## src/rtl/regfile_param_if.sv

```systemverilog
// Register file bus: read addresses from decode, write port from writeback,
// plus soft clear and status flags back to the pipeline.
interface regfile_param_if #(
  parameter int DATA_W = 32,
  parameter int ADDR_W = 4,
  parameter int NUM_RD = 2
) ();
  logic                       clr;
  logic                       wr_en;
  logic [ADDR_W-1:0]          wr_addr;
  logic [DATA_W-1:0]          wr_data;
  logic [NUM_RD*ADDR_W-1:0]   rd_addr;
  logic [NUM_RD*DATA_W-1:0]   rd_data;
  logic                       ready;
  logic                       wr_drop;

  modport master (
    output clr, wr_en, wr_addr, wr_data, rd_addr,
    input  rd_data, ready, wr_drop
  );

  modport slave (
    input  clr, wr_en, wr_addr, wr_data, rd_addr,
    output rd_data, ready, wr_drop
  );
endinterface

```

## src/rtl/regfile_param.sv

```systemverilog
// Parametrised register file with an init sequencer (power-up / soft clear),
// optional write-to-read bypass and optional hardwired-zero entry 0.
// One write port shared by the sequencer and the writeback path; the two
// never collide because external writes are only accepted once READY.
module regfile_param #(
  parameter int DATA_W    = 32,
  parameter int ADDR_W    = 4,
  parameter int NUM_REGS  = 16,
  parameter int NUM_RD    = 2,
  parameter int BYPASS    = 1,
  parameter int ZERO_REG  = 1,
  parameter int INIT_MODE = 1
) (
  input  logic            clk,
  input  logic            rst,
  regfile_param_if.slave  bus
);

  typedef enum logic {INIT, READY} state_t;

  localparam logic [ADDR_W-1:0] LAST_ADDR  = ADDR_W'(NUM_REGS - 1);
  localparam logic [ADDR_W:0]   NUM_REGS_W = (ADDR_W + 1)'(NUM_REGS);

  state_t            state_reg;
  logic [ADDR_W-1:0] ptr_reg;
  logic              ready_reg;
  logic              drop_reg;

  logic [DATA_W-1:0] mem [NUM_REGS];

  logic              wr_in_range;
  logic              wr_zero;
  logic              wr_open;
  logic              wr_accept;
  logic              wr_discard;
  logic [DATA_W-1:0] init_val;

  logic              mem_we;
  logic [ADDR_W-1:0] mem_waddr;
  logic [DATA_W-1:0] mem_wdata;

  // Write qualification. A write to the hardwired-zero entry while otherwise
  // open is swallowed without flagging a drop.
  assign wr_in_range = {1'b0, bus.wr_addr} < NUM_REGS_W;
  assign wr_zero     = (ZERO_REG != 0) && (bus.wr_addr == '0);
  assign wr_open     = (state_reg == READY) && !bus.clr;
  assign wr_accept   = bus.wr_en && wr_open && wr_in_range && !wr_zero;
  assign wr_discard  = bus.wr_en && !wr_accept && !(wr_open && wr_zero);

  assign init_val = (INIT_MODE != 0) ? DATA_W'(ptr_reg) : '0;

  // Single memory write port: sequencer during INIT, writeback when accepted.
  always_comb begin
    mem_we    = 1'b0;
    mem_waddr = bus.wr_addr;
    mem_wdata = bus.wr_data;
    if (state_reg == INIT && !bus.clr) begin
      mem_we    = 1'b1;
      mem_waddr = ptr_reg;
      mem_wdata = init_val;
    end else if (wr_accept) begin
      mem_we = 1'b1;
    end
  end

  // Storage array; contents are never reset, the sequencer overwrites them.
  always_ff @(posedge clk) begin
    if (mem_we) begin
      mem[mem_waddr] <= mem_wdata;
    end
  end

  // Init sequencer FSM with registered ready and drop pulse.
  always_ff @(posedge clk or negedge rst) begin
    if (!rst) begin
      state_reg <= INIT;
      ptr_reg   <= '0;
      ready_reg <= 1'b0;
      drop_reg  <= 1'b0;
    end else begin
      drop_reg <= wr_discard;
      if (bus.clr) begin
        state_reg <= INIT;
        ptr_reg   <= '0;
        ready_reg <= 1'b0;
      end else if (state_reg == INIT) begin
        if (ptr_reg == LAST_ADDR) begin
          ptr_reg   <= '0;
          state_reg <= READY;
          ready_reg <= 1'b1;
        end else begin
          ptr_reg <= ptr_reg + 1'b1;
        end
      end
    end
  end

  assign bus.ready   = ready_reg;
  assign bus.wr_drop = drop_reg;

  // Read ports: independent combinational muxes, so identical addresses on
  // several ports simply return the same value.
  for (genvar gi = 0; gi < NUM_RD; gi++) begin : g_rd
    logic [ADDR_W-1:0] ra;
    logic [DATA_W-1:0] rd;

    assign ra = bus.rd_addr[gi*ADDR_W +: ADDR_W];

    // Priority: INIT, out of range, zero entry, bypass, array.
    always_comb begin
      rd = '0;
      if (state_reg == INIT) begin
        rd = '0;
      end else if (!({1'b0, ra} < NUM_REGS_W)) begin
        rd = '0;
      end else if ((ZERO_REG != 0) && (ra == '0)) begin
        rd = '0;
      end else if ((BYPASS != 0) && wr_accept && (ra == bus.wr_addr)) begin
        rd = bus.wr_data;
      end else begin
        rd = mem[ra];
      end
    end

    assign bus.rd_data[gi*DATA_W +: DATA_W] = rd;
  end

endmodule

```

## src/flat_wrapper.sv

```systemverilog
// flat-port wrapper written by rule: the top's interface ports become plain ports
module regfile_param_flat 
#(
  parameter int DATA_W    = 32,
  parameter int ADDR_W    = 4,
  parameter int NUM_REGS  = 16,
  parameter int NUM_RD    = 2,
  parameter int BYPASS    = 1,
  parameter int ZERO_REG  = 1,
  parameter int INIT_MODE = 1
)
  (clk, rst, bus_clr, bus_wr_en, bus_wr_addr, bus_wr_data, bus_rd_addr, bus_rd_data, bus_ready, bus_wr_drop);
  regfile_param_if #(.DATA_W(DATA_W), .ADDR_W(ADDR_W), .NUM_RD(NUM_RD)) bus_i ();
  input  logic clk;
  input  logic rst;
  input wire logic [$bits(bus_i.clr)-1:0] bus_clr;
  input wire logic [$bits(bus_i.wr_en)-1:0] bus_wr_en;
  input wire logic [$bits(bus_i.wr_addr)-1:0] bus_wr_addr;
  input wire logic [$bits(bus_i.wr_data)-1:0] bus_wr_data;
  input wire logic [$bits(bus_i.rd_addr)-1:0] bus_rd_addr;
  output wire logic [$bits(bus_i.rd_data)-1:0] bus_rd_data;
  output wire logic [$bits(bus_i.ready)-1:0] bus_ready;
  output wire logic [$bits(bus_i.wr_drop)-1:0] bus_wr_drop;
  assign bus_i.clr = bus_clr;
  assign bus_i.wr_en = bus_wr_en;
  assign bus_i.wr_addr = bus_wr_addr;
  assign bus_i.wr_data = bus_wr_data;
  assign bus_i.rd_addr = bus_rd_addr;
  assign bus_rd_data = bus_i.rd_data;
  assign bus_ready = bus_i.ready;
  assign bus_wr_drop = bus_i.wr_drop;
  regfile_param #(.DATA_W(DATA_W), .ADDR_W(ADDR_W), .NUM_REGS(NUM_REGS), .NUM_RD(NUM_RD), .BYPASS(BYPASS), .ZERO_REG(ZERO_REG), .INIT_MODE(INIT_MODE)) u_core (.clk(clk), .rst(rst), .bus(bus_i));
endmodule
```

## config.mk

```make
export PLATFORM = sky130hd
export DESIGN_NAME = regfile_param_flat
export DESIGN_NICKNAME = d
export VERILOG_FILES = /design/src/rtl/regfile_param_if.sv /design/src/rtl/regfile_param.sv /design/src/flat_wrapper.sv
export SDC_FILE = /design/constraint.sdc
export NUM_CORES = 1
export LEC_CHECK = 0
export ABC_CLOCK_PERIOD_IN_PS = 3500
export CAP_MARGIN = 0
export CORE_ASPECT_RATIO = 1.75
export CORE_UTILIZATION = 35
export CTS_CLUSTER_SIZE = 30
export DETAILED_ROUTE_END_ITERATION = 6
export PLACE_DENSITY = 0.48
export SETUP_SLACK_MARGIN = 0.3
export SLEW_MARGIN = 20
export SYNTH_ARGS = -nofsm -noshare
export SYNTH_HDL_FRONTEND = slang
export SYNTH_SLANG_ARGS = --single-unit
```

## constraint.sdc

```tcl
create_clock -name clk -period 3.5 [get_ports clk]
set_clock_uncertainty 0.05 [all_clocks]
set_input_delay 0.525 -clock clk [delete_from_list [all_inputs] [get_ports clk]]
set_output_delay 0.525 -clock clk [all_outputs]
set_load 0.1 [all_outputs]
```

Yosys cells after proc, flatten, opt, wreduce, memory -nomap -nowiden
Memory sizes are Yosys's and may differ from the RTL's.
Cells that the tools add are included.
Storage, ports and cells
  register bits after elaboration: 7
  latch bits: 0
  bits in writable memories: 512
  ROM bits: 0
  input bits: 48
  word-level logic and storage cells: 50
  memories kept: 1
Memories
  u_core.mem: words 16, bits a word 32, rd ports 2, clocked after Yosys merged registers in 0, write ports 1, RTL line regfile_param.sv:29  | logic [DATA_W-1:0] mem [NUM_REGS];
Cells by class
  $add $sub $neg: 1
  multiply operators: 0
  divide/modulo/power cells: 0
  magnitude comparators: 0
  equal/unequal tests: 4
  shift-type cells: 0
  muxes and demuxes: 21
  bitwise operators: 1
  reductions and logical operators: 18
Operator list (number)
  32-bit two-way mux: 7
  4-bit two-way mux: 4
  4-bit logical NOT: 3
  1-bit two-way mux: 10
  1-bit logical AND: 9
  4-bit equality test: 2
  4-bit by 1-bit adder with 4-bit output (second input constant): 1
  4-bit equality test (second input constant): 1
  1-bit logical NOT: 4
  2-bit != test (second input constant): 1
  2-bit AND reduction: 1
  2-bit nonzero test: 1
  1-bit inverter: 1

Depth between registers and ports, before layout
Gate-level depths: netlist (run 1).
  word-level depth: 8
  gate-level depth with buffers: 8
  gate-level depth less buffers: 4

Worst setup path after synthesis (run 1)
No wires, ideal clock.
  path type: in2reg
  start: in bus_clr
  end: mem u_core.mem[10][0] (enable)
  arrival: 2878 ps
  path slack: 151 ps
  stages on the path: 6
  buffers on the path: 2
  path through: buf_2 -> or2_2 -> clkbuf_1 -> mux2_2 -> nand2_1 -> nor2_1
On the way
  cells in the longest elaborated chain, start to end: 8
  elaborated cells on any way between the ends: 10
Ends and longest elaborated chain
  from (decl): RTL line flat_wrapper.sv:16  | input wire logic [$bits(bus_i.clr)-1:0] bus_clr;
  1-bit logical NOT (*): RTL line regfile_param.sv:46, regfile_param.sv:57
  1-bit logical AND: RTL line regfile_param.sv:46  | assign wr_open = (state_reg == READY) && !bus.clr;
  1-bit logical AND (2 in a row): RTL line regfile_param.sv:47  | assign wr_accept = bus.wr_en && wr_open && wr_in_range && !wr_zero;
  1-bit two-way mux: RTL line regfile_param.sv:61  | end else if (wr_accept) begin
  1-bit two-way mux: RTL line regfile_param.sv:57  | if (state_reg == INIT && !bus.clr) begin
  1-bit two-way mux: RTL line regfile_param.sv:68  | if (mem_we) begin
  1-bit two-way mux (implied by the code): RTL line regfile_param.sv:69  | mem[mem_waddr] <= mem_wdata;
  to (decl): RTL line regfile_param.sv:29
Every way passes the cells marked *; elsewhere a longest branch is shown, timed or not.

Worst setup path after layout (run 1)
  start: in bus_clr
  end: out bus_rd_data[25]
On the way
  cells in the longest elaborated chain, start to end: 8
Ends and longest elaborated chain
  1-bit logical NOT: RTL line regfile_param.sv:46
  1-bit logical AND: RTL line regfile_param.sv:46
  1-bit logical AND (2 in a row): RTL line regfile_param.sv:47
  1-bit logical AND: RTL line regfile_param.sv:118  | end else if ((BYPASS != 0) && wr_accept && (ra == bus.wr_addr)) begin
  32-bit two-way mux: RTL line regfile_param.sv:118
  32-bit two-way mux: RTL line regfile_param.sv:116  | end else if ((ZERO_REG != 0) && (ra == '0)) begin
  32-bit two-way mux: RTL line regfile_param.sv:112  | if (state_reg == INIT) begin
  to (decl): RTL line flat_wrapper.sv:21  | output wire logic [$bits(bus_i.rd_data)-1:0] bus_rd_data;
Every way passes these cells.

==> results of run 1 <==
[power breakdown]
part           switching, mW  leakage (nW)  internal (mW)  total [mW]
clock network           2.31         0.727           2.81        5.12
logic                  0.767          4.15          0.559        1.33
registers             0.0397          4.79           6.95        6.99
[routing by layer]
layer | share of wire (%) | wire length (µm) | up-vias
met5 | 0.037 | 29 | -
met4 | 2.8 | 2180 | 6
li1 | - | - | 5793
met1 | 38 | 30300 | 7701
met2 | 54 | 42800 | 451
met3 | 4.6 | 3650 | 126
[final cells by class]
cell class | instances | share of cell area, %
clock buffers | 67 | 4.34
clock inverters | 22 | 0.630
well taps | 903 | 3.79
repair buffers | 226 | 10.7
flip-flops and latches | 519 | 52.2
diodes | 1 | 0.00840
inverters | 4 | 0.0504
multi-input cells | 627 | 28.3
[through the flow]
stage	cell area, µm²	util (%)	total power [mW]
finish	29800	43.4	13.4
global route	29800	43.4	13.8
CTS	29800	43.4	13.6
detailed placement	28300	41.2	8.46
global placement	28300	41.2	8.45
floorplan	24400	-	7.87
[placed cells by master (no fill, tap or decap), drive strengths merged, types with 2 or more instances in the layout]
| cell type | instances |
|---|---|
| dlymetal6s2s | 3 |
| nor3 | 2 |
| inv | 6 |
| nor4 | 3 |
| clkinv | 17 |
| a21oi | 5 |
| nor2b | 5 |
| and2 | 32 |
| mux4 | 256 |
| clkdlybuf4s50 | 37 |
| o41ai | 2 |
| a31oi | 6 |
| dlygate4sd2 | 3 |
| edfxtp | 512 |
| nand2 | 70 |
| clkbuf | 68 |
| dfrtp | 7 |
| a22o | 64 |
| xor2 | 8 |
| buf | 182 |
| nor3b | 2 |
| bufinv | 3 |
| nor2 | 26 |
| mux2 | 3 |
| o21ai | 3 |
| mux2i | 3 |
| a22oi | 128 |
[how the worst max path moves through the flow]
stage,slack [ns],to,cells after the start,startpoint
final,0.36,bus_rd_data[25],7,bus_clr
after global placement,0.24,bus_rd_data[24],8,bus_rd_addr[0]
after detailed placement,0.23,bus_rd_data[54],8,bus_wr_addr[1]
after global routing,0.29,bus_rd_data[59],8,bus_rd_addr[4]
after CTS,0.30,bus_rd_data[9],8,bus_rd_addr[2]
after floorplan,0.15,u_core.mem[10][0],6,bus_clr
[synthesized netlist by cell type (all sizes together) (2+ instances only)]
| library cell | n | share of area (%) |
|---|---|---|
| nor4 | 3 | 0.10 |
| nor3 | 2 | 0.041 |
| a22oi | 128 | 3.9 |
| nor2b | 5 | 0.13 |
| a31oi | 6 | 0.15 |
| a21oi | 5 | 0.10 |
| edfxtp | 512 | 63 |
| o21ai | 3 | 0.062 |
| mux2i | 3 | 0.12 |
| mux2 | 3 | 0.14 |
| and2 | 32 | 0.82 |
| a22o | 64 | 2.3 |
| o41ai | 2 | 0.072 |
| xor2 | 8 | 0.29 |
| dfrtp | 7 | 0.72 |
| nor2 | 26 | 0.40 |
| nor3b | 2 | 0.062 |
| mux4 | 256 | 24 |
| inv | 4 | 0.062 |
| buf | 59 | 1.6 |
| clkbuf | 51 | 0.79 |
| nand2 | 70 | 1.1 |
[kinds of logic after synthesis]
logic type	share of synthesized area (%)
compound gates	6.70
fa+ha+maj	0.0513
buf+inv	2.46
xor+xnor	0.323
flops	63.8
mux	23.9
simple gates	2.77
[timing repair]
| item | 4_1_cts | 5_1_grt |
|---|---|---|
| pin swaps | 1 | 2 |
| endpoints found under the setup margin | 50 | 30 |
| gates resized for setup | 8 | 4 |
==> impl_metrics.py, run 1 <==
metrics = {
    "critical_path": {
        "r2r_end": "u_core.mem[10][2]",
        "r2r_cells": 6,
        "reg2reg_slack_ns": 0.97,
        "path_max_fanout": 12,
        "critPathBufInv": 3,
        "crit_family": "buffers and inverters",
        "worst-setup-path-type": "input port to primary output",
        "crit_required_ns": 2.92,
        "end_kind": "primary output",
        "cp_cell_sequence": "clkdlybuf4s50_1, nand3b_1, nor4_2, and2_2, buf_4, a22o_1, buf_12",
        "cp_data_arrival_time_ns": 2.56,
        "regToRegStartpoint": "u_core.state_reg",
        "cpMaxStageDelayCell": "clkdlybuf4s50_1",
        "slowest_delay_ns": 0.49,
        "start_kind": "input port",
    },
    "grt": {
        "first_global_vias": 15500,
        "use_met3_pct": 2.86,
        "use_met2_pct": 41.9,
        "grtUsageTotal_pct": 22.6,
        "grt_pass1_wl_um": 113000,
        "globalRouteMet1Util_pct": 27.1,
        "busiest_layer": "met2",
        "antenna_found_initial": 4,
        "grt_max_degree": 41,
        "grt-ovfl-total": 0,
    },
    "clock_tree": {
        "cts.sinks": 519,
        "clock_path_buffers": 3,
        "cts_buffers": 49,
        "clk_latency_ns": 0.57,
        "tritoncts": "yes",
        "cts_root_buffer": "clkbuf_16",
        "htree_levels": 2,
        "clk_pin_slew_ns": 0.06,
        "post_cts_buffers": 0,
        "holdBufCountCts": 0,
    },
    "timing": {
        "grt_setup_unrepaired": "true",
        "layout_setup_ws_ns": 0.362,
        "slew_violations": 0,
        "fin_tns_setup_ns": 0,
        "final-setup-viol-count": 0,
        "fin_crit_ns": 3.14,
        "post-route-period-util_pct": 89.7,
        "holdWs_ns": 0.205,
        "slew_headroom_pct": 25.3,
        "clock.fmax_ghz": 0.319,
        "tightest_slew_ns": 1.12,
        "final-hold-violation-count": 0,
    },
    "cells_and_area": {
        "multi_input_area_mm2": 0.00844,
        "area_growth_pct": 22.3,
        "fin_cells": 2369,
        "seqCellArea_mm2": 0.0155,
        "nets": 1476,
        "n_fill_cell": 6032,
        "drive_gt1_share_pct": 36.7,
        "largest_reg_flops": 512,
    },
    "die": {
        "die_w_um": 201,
        "std_cell_rows": 127,
        "ios": 114,
        "die-height_um": 351,
        "dieArea_mm2": 0.0707,
        "initial_core_util_pct": 35.5,
        "core_mm2": 0.0686,
    },
    "logic_synthesis": {
        "syn_nets": 1309,
        "postSynthCellCount": 1260,
        "yosysSeqAreaShare_pct": 63.8,
        "synth.avg_cell_area_um2": 19.3,
        "yosys_warnings": 0,
        "synth_edf_count": 512,
        "synth-seq-cells": 519,
        "async_flop_share_pct": 1.35,
        "synth_top_flop_cell": "edfxtp_1",
        "syn_area_mm2": 0.0244,
        "synth.distinct_cells": 35,
    },
    "drt": {
        "drt_pre_antenna_iters": 5,
        "wl_per_cell_um": 33.3,
        "routed_wl_um": 78900,
        "drc": 0,
        "ant_nets": 0,
        "viasPerCell": 5.94,
        "drt_iter0_drc": 945,
        "vias": 14100,
    },
    "power_and_ir_drop": {
        "p_leak_nw": 9.67,
        "peakVddDrop_mv": 0.318,
        "power_density_mw_per_mm2": 451,
    },
    "flow_run": {
        "cap_violations": 0,
    },
    "run_status": {
        "status": "finished, final reports clean",
    },
    "placed_design": {
        "portBuffers": 113,
        "dp.cells": 2279,
        "place_ws_ns": 0.232,
        "dpl.hpwl_um": 49500,
        "place.gp.congestion": 0.778,
    },
    "min_path": {
        "hp-class": "input port to async pin",
    },
}
No activity file was read; power rests on OpenSTA's default activity.
==> run 2, diff against run 1 <==
==> constraint.sdc (replaced) <==
create_clock -name clk -period 3.5 [get_ports clk]
set_clock_uncertainty 0.05 [all_clocks]
set_input_delay 1.05 -clock clk [delete_from_list [all_inputs] [get_ports clk]]
set_output_delay 1.05 -clock clk [all_outputs]
set_load 0.1 [all_outputs]
==> impl_metrics.py, run 2 (synthesized netlist as in run 1, its figures left out) <==
metrics = {
    "grt": {
        "grtUsageTotal_pct": 23.6,
        "grt-ovfl-total": 0,
        "first_global_vias": 16400,
        "grt_max_degree": 31,
        "grt_pass1_wl_um": 117000,
        "antenna_found_initial": 0,
    },
    "timing": {
        "grt_setup_unrepaired": "true",
        "slew_violations": 0,
        "slew_headroom_pct": 37.4,
        "final-hold-violation-count": 0,
        "tightest_slew_ns": 0.935,
        "post-route-period-util_pct": 112,
        "final-setup-viol-count": 64,
        "clock.fmax_ghz": 0.254,
        "fin_crit_ns": 3.93,
        "holdWs_ns": 0.523,
        "layout_setup_ws_ns": -0.431,
    },
    "cells_and_area": {
        "diodes": 0,
        "mostFrequentLayoutCells": "edfxtp_1, mux4_2, buf_4",
        "drive_gt1_share_pct": 54.7,
        "layout_commonest_cell": "edfxtp_1",
        "area_growth_pct": 37.8,
        "largest_reg_flops": 512,
        "nets": 1665,
        "fin_cells": 2560,
    },
    "placed_design": {
        "dpl.hpwl_um": 52800,
        "place.gp.congestion": 0.805,
        "dp.cells": 2394,
        "portBuffers": 113,
    },
    "drt": {
        "drt_iter0_drc": 1023,
        "drt_pre_antenna_iters": 5,
        "vias": 14700,
        "ant_nets": 0,
        "drc": 0,
        "viasPerCell": 5.74,
        "routed_wl_um": 82700,
        "wl_per_cell_um": 32.3,
    },
    "clock_tree": {
        "htree_levels": 2,
        "tritoncts": "yes",
        "clk_latency_ns": 0.59,
        "cts_root_buffer": "clkbuf_16",
        "cts.sinks": 519,
        "clk_pin_slew_ns": 0.07,
        "clock_path_buffers": 3,
        "cts_buffers": 50,
    },
    "critical_path": {
        "end_kind": "primary output",
        "path_max_fanout": 6,
        "r2r_cells": 8,
        "cp_data_arrival_time_ns": 2.83,
        "regToRegStartpoint": "u_core.state_reg",
        "crit_required_ns": 2.40,
        "critPathCapture": "bus_rd_data[33]",
        "startpoint": "bus_rd_addr[4]",
        "r2r_end": "u_core.mem[2][11]",
        "reg2reg_slack_ns": 0.90,
        "worst-setup-path-type": "input port to primary output",
        "start_kind": "input port",
    },
    "die": {
        "initial_core_util_pct": 35.5,
        "die-height_um": 351,
        "core_mm2": 0.0686,
        "die_w_um": 201,
        "dieArea_mm2": 0.0707,
        "ios": 114,
        "std_cell_rows": 127,
    },
    "power_and_ir_drop": {
        "intPower_mw": 10.9,
        "p_leak_nw": 11.5,
        "power_density_mw_per_mm2": 426,
        "comb_power_share_pct": 11.8,
        "sw_frac_of_total_pct": 23.4,
        "finalPower_mw": 14.3,
        "clock_power_share_pct": 39.3,
        "p_sw_mw": 3.35,
        "peakVddDrop_mv": 0.347,
        "share_seq_of_total_power_pct": 48.9,
    },
    "run_status": {
        "violations": "negative setup slack",
        "status": "complete, but fails checks",
    },
    "flow_run": {
        "cap_violations": 0,
    },
    "min_path": {
        "hold_start": "u_core.bus.ready",
        "hp-class": "register to register",
    },
}
## run 2: final cells by class
class | count | area (µm²)
clock buffers | 59 | 1310
clock inverters | 34 | 362
fillers | 5740 | 35000
multi-input cells | 627 | 9510
well taps | 903 | 1130
inverters | 4 | 15.0
flip-flops and latches | 519 | 15500
repair buffers | 414 | 5730
## run 2: how the worst min path moves through the flow
| stage | to | cells past startpoint |
|---|---|---|
| final | u_core.bus.ready | 2 |
| after CTS | u_core.bus.ready | 2 |
| after detailed placement | u_core.bus.ready | 2 |
| after floorplan | u_core.ptr_reg[1] | 2 |
| after global routing | u_core.bus.ready | 2 |
| after global placement | u_core.bus.ready | 2 |
## run 2: metrics by stage
| stage | worst slack [ns] | setup TNS, ns | util (%) | area, µm² |
|---|---|---|---|---|
| floorplan | -0.123 | -7.22 | - | 25400 |
| global placement | -0.789 | -68.98 | 43.9 | 30100 |
| CTS | -0.482 | -25.72 | 48.3 | 33200 |
| global route | -0.470 | -25.86 | 48.9 | 33600 |
| finish | -0.431 | -23.34 | 48.9 | 33600 |
| detailed placement | -0.782 | -59.61 | 43.9 | 30100 |
## run 2: per-layer routing
metal / part of all wire, % / track usage [%] / wire [µm]
met1: 38 / 27.7 / 31500
met2: 55 / 44.7 / 45700
met3: 3.3 / 2.21 / 2740
met4: 3.3 / 7.81 / 2750
met5: 0 / 0 / 0
## run 2: power by group through the flow
stage	Combinational, mW	Sequential (mW)	Clock (mW)
floorplan	0.830	7.11	0
global placement	1.49	7.11	0
detailed placement	1.49	7.12	0
CTS	1.65	6.98	5.72
global route	1.77	6.99	5.93
finish	1.69	6.98	5.62
## run 2: what timing repair did
action,in CTS,in global routing
hold buffers,0,0
cloned,16,3
gates resized for setup,163,60
endpoints found under the setup margin,64,64
pin swaps,72,23
setup buffers,45,9
## run 2: worst max-delay path: stages
cell and delay [ns]:
clkbuf_16 0.17, buf_6 0.16, buf_4 0.15, mux4_2 0.51, a22oi_2 0.21, nand2_2 0.15, a22o_4 0.26, buf_12 0.16
==> run 3, diff against run 2 <==
--- a/config.mk
+++ b/config.mk
@@ -11,7 +11,8 @@
 export CORE_UTILIZATION = 35
 export CTS_CLUSTER_SIZE = 30
 export DETAILED_ROUTE_END_ITERATION = 6
-export PLACE_DENSITY = 0.48
+export DONT_BUFFER_PORTS = 1
+export PLACE_DENSITY = 0.46
 export SETUP_SLACK_MARGIN = 0.3
 export SLEW_MARGIN = 20
 export SYNTH_ARGS = -nofsm -noshare
==> constraint.sdc (replaced) <==
create_clock -name clk -period 3.5 [get_ports clk]
set_clock_uncertainty 0.05 [all_clocks]
set_input_delay 0.525 -clock clk [delete_from_list [all_inputs] [get_ports clk]]
set_output_delay 0.525 -clock clk [all_outputs]
set_load 0.1 [all_outputs]
==> impl_metrics.py, run 3 (synthesized netlist as in run 1, its figures left out) <==
metrics = {
    "clock_tree": {
        "clock_path_buffers": 3,
        "tritoncts": "yes",
        "clk_pin_slew_ns": 0.06,
        "clk_latency_ns": 0.59,
        "cts_buffers": 49,
        "htree_levels": 2,
        "cts.sinks": 519,
        "cts_root_buffer": "clkbuf_16",
    },
    "cells_and_area": {
        "area_growth_pct": 17.6,
        "nets": 1366,
        "layout_commonest_cell": "edfxtp_1",
        "fin_cells": 2259,
        "largest_reg_flops": 512,
        "mostFrequentLayoutCells": "edfxtp_1, mux4_2, a22oi_1",
        "drive_gt1_share_pct": 34.5,
    },
    "drt": {
        "wl_per_cell_um": 33.3,
        "drt_iter0_drc": 955,
        "drc": 0,
        "routed_wl_um": 75300,
        "viasPerCell": 6.02,
        "vias": 13600,
        "drt_pre_antenna_iters": 5,
        "ant_nets": 0,
    },
    "grt": {
        "globalRouteMet1Util_pct": 25.8,
        "grtUsageTotal_pct": 21.4,
        "grt_max_degree": 131,
        "use_met3_pct": 3.53,
        "use_met2_pct": 38.7,
        "grt_pass1_wl_um": 107000,
        "first_global_vias": 15000,
        "grt-ovfl-total": 0,
        "antenna_found_initial": 1,
        "busiest_layer": "met2",
    },
    "die": {
        "dieArea_mm2": 0.0707,
        "die-height_um": 351,
        "std_cell_rows": 127,
        "ios": 114,
        "die_w_um": 201,
        "initial_core_util_pct": 35.5,
        "core_mm2": 0.0686,
    },
    "critical_path": {
        "slowest_delay_ns": 0.40,
        "start_kind": "register",
        "end_kind": "primary output",
        "cp_data_arrival_time_ns": 2.53,
        "crit_top_cell": "buf_12",
        "crit_required_ns": 2.92,
        "startpoint": "u_core.state_reg",
        "regToRegStartpoint": "u_core.state_reg",
        "worst-setup-path-type": "register to primary output",
        "cpMaxStageDelayCell": "nor4_4",
        "cp_cell_sequence": "nand3b_1, nor4_4, and2_4, buf_12, a22o_1, buf_12",
        "path_max_fanout": 26,
    },
    "timing": {
        "post-route-period-util_pct": 88.8,
        "tightest_slew_ns": 1.18,
        "fin_tns_setup_ns": 0,
        "fin_crit_ns": 3.11,
        "final-setup-viol-count": 0,
        "final-hold-violation-count": 0,
        "slew_violations": 0,
        "grt_setup_unrepaired": "false",
        "clock.fmax_ghz": 0.322,
        "slew_headroom_pct": 21.2,
    },
    "power_and_ir_drop": {
        "p_leak_nw": 9.06,
        "power_density_mw_per_mm2": 462,
        "peakVddDrop_mv": 0.435,
        "finalPower_mw": 13.2,
    },
    "placed_design": {
        "place.gp.congestion": 0.761,
        "dpl.hpwl_um": 40900,
        "portBuffers": 0,
        "dp.cells": 2165,
    },
    "min_path": {
        "hp-class": "input port to register",
        "hold_start": "bus_wr_en",
    },
    "run_status": {
        "status": "finished, final reports clean",
    },
    "flow_run": {
        "cap_violations": 0,
    },
}
run 3: metrics by stage:
step | utilization [%] | worst slack (ns) | instance area (µm²) | hold slack (ns)
after floorplan | - | 0.151 | 24400 | 0.179
after global placement | 39.4 | 0.532 | 27000 | 0.180
after detailed placement | 39.4 | 0.547 | 27000 | 0.180
after CTS | 41.7 | 0.295 | 28600 | 0.0408
after global routing | 41.7 | 0.301 | 28700 | 0.0670
final | 41.8 | 0.392 | 28700 | 0.0741
run 3: critical path: cells and delay by family, from the launching register on:
family,cells,cell delay [ns]
AOI/OAI and AO/OA,1,0.25
and+or+nand+nor,3,0.88
buffers and inverters,2,0.43
DFF,1,0.34
run 3: cell type report:
type	instances	area, µm²
clock inverters	20	199
fillers	6111	40000
diodes	1	2.50
flip-flops and latches	519	15500
inverters	4	15.0
multi-input cells	627	8450
well taps	903	1130
repair buffers	116	1960
clock buffers	69	1350
run 3: metal layers:
layer | wire length, µm | part of all wire, %
met5 | 13 | 0.017
met4 | 2500 | 3.3
met3 | 3830 | 5.1
met2 | 39700 | 53
met1 | 29200 | 39
run 3: path summary, 6_finish.rpt:
path / end / slack (ns) / cells past startpoint
setup / recovery: bus_rd_data[15] / 0.39 / 6
hold / removal: u_core.bus.wr_drop / 0.07 / 1
setup reg to reg: u_core.mem[4][22] / 0.67 / 6
hold reg to reg: u_core.ptr_reg[1] / 0.61 / 2
max in group asynchronous: u_core.state_reg / 2.89 / 1
min in group asynchronous: u_core.bus.wr_drop / 0.24 / 1
run 3: power breakdown:
part	switching, mW	total [mW]	leakage, nW	internal [mW]
clock	2.32	5.31	0.759	2.99
sequential	0.0430	6.99	4.79	6.95
combinational	0.513	0.955	3.51	0.442
total	2.88	13.2	9.06	10.4
run 3: timing repair:
| action | in CTS | in global routing |
|---|---|---|
| setup buffers | 0 | 0 |
| hold endpoints to repair | 13 | 0 |
| pin swaps | 0 | 1 |
| hold buffers | 4 | 0 |
| resized for setup | 2 | 4 |
| endpoints found under the setup margin | 52 | 52 |
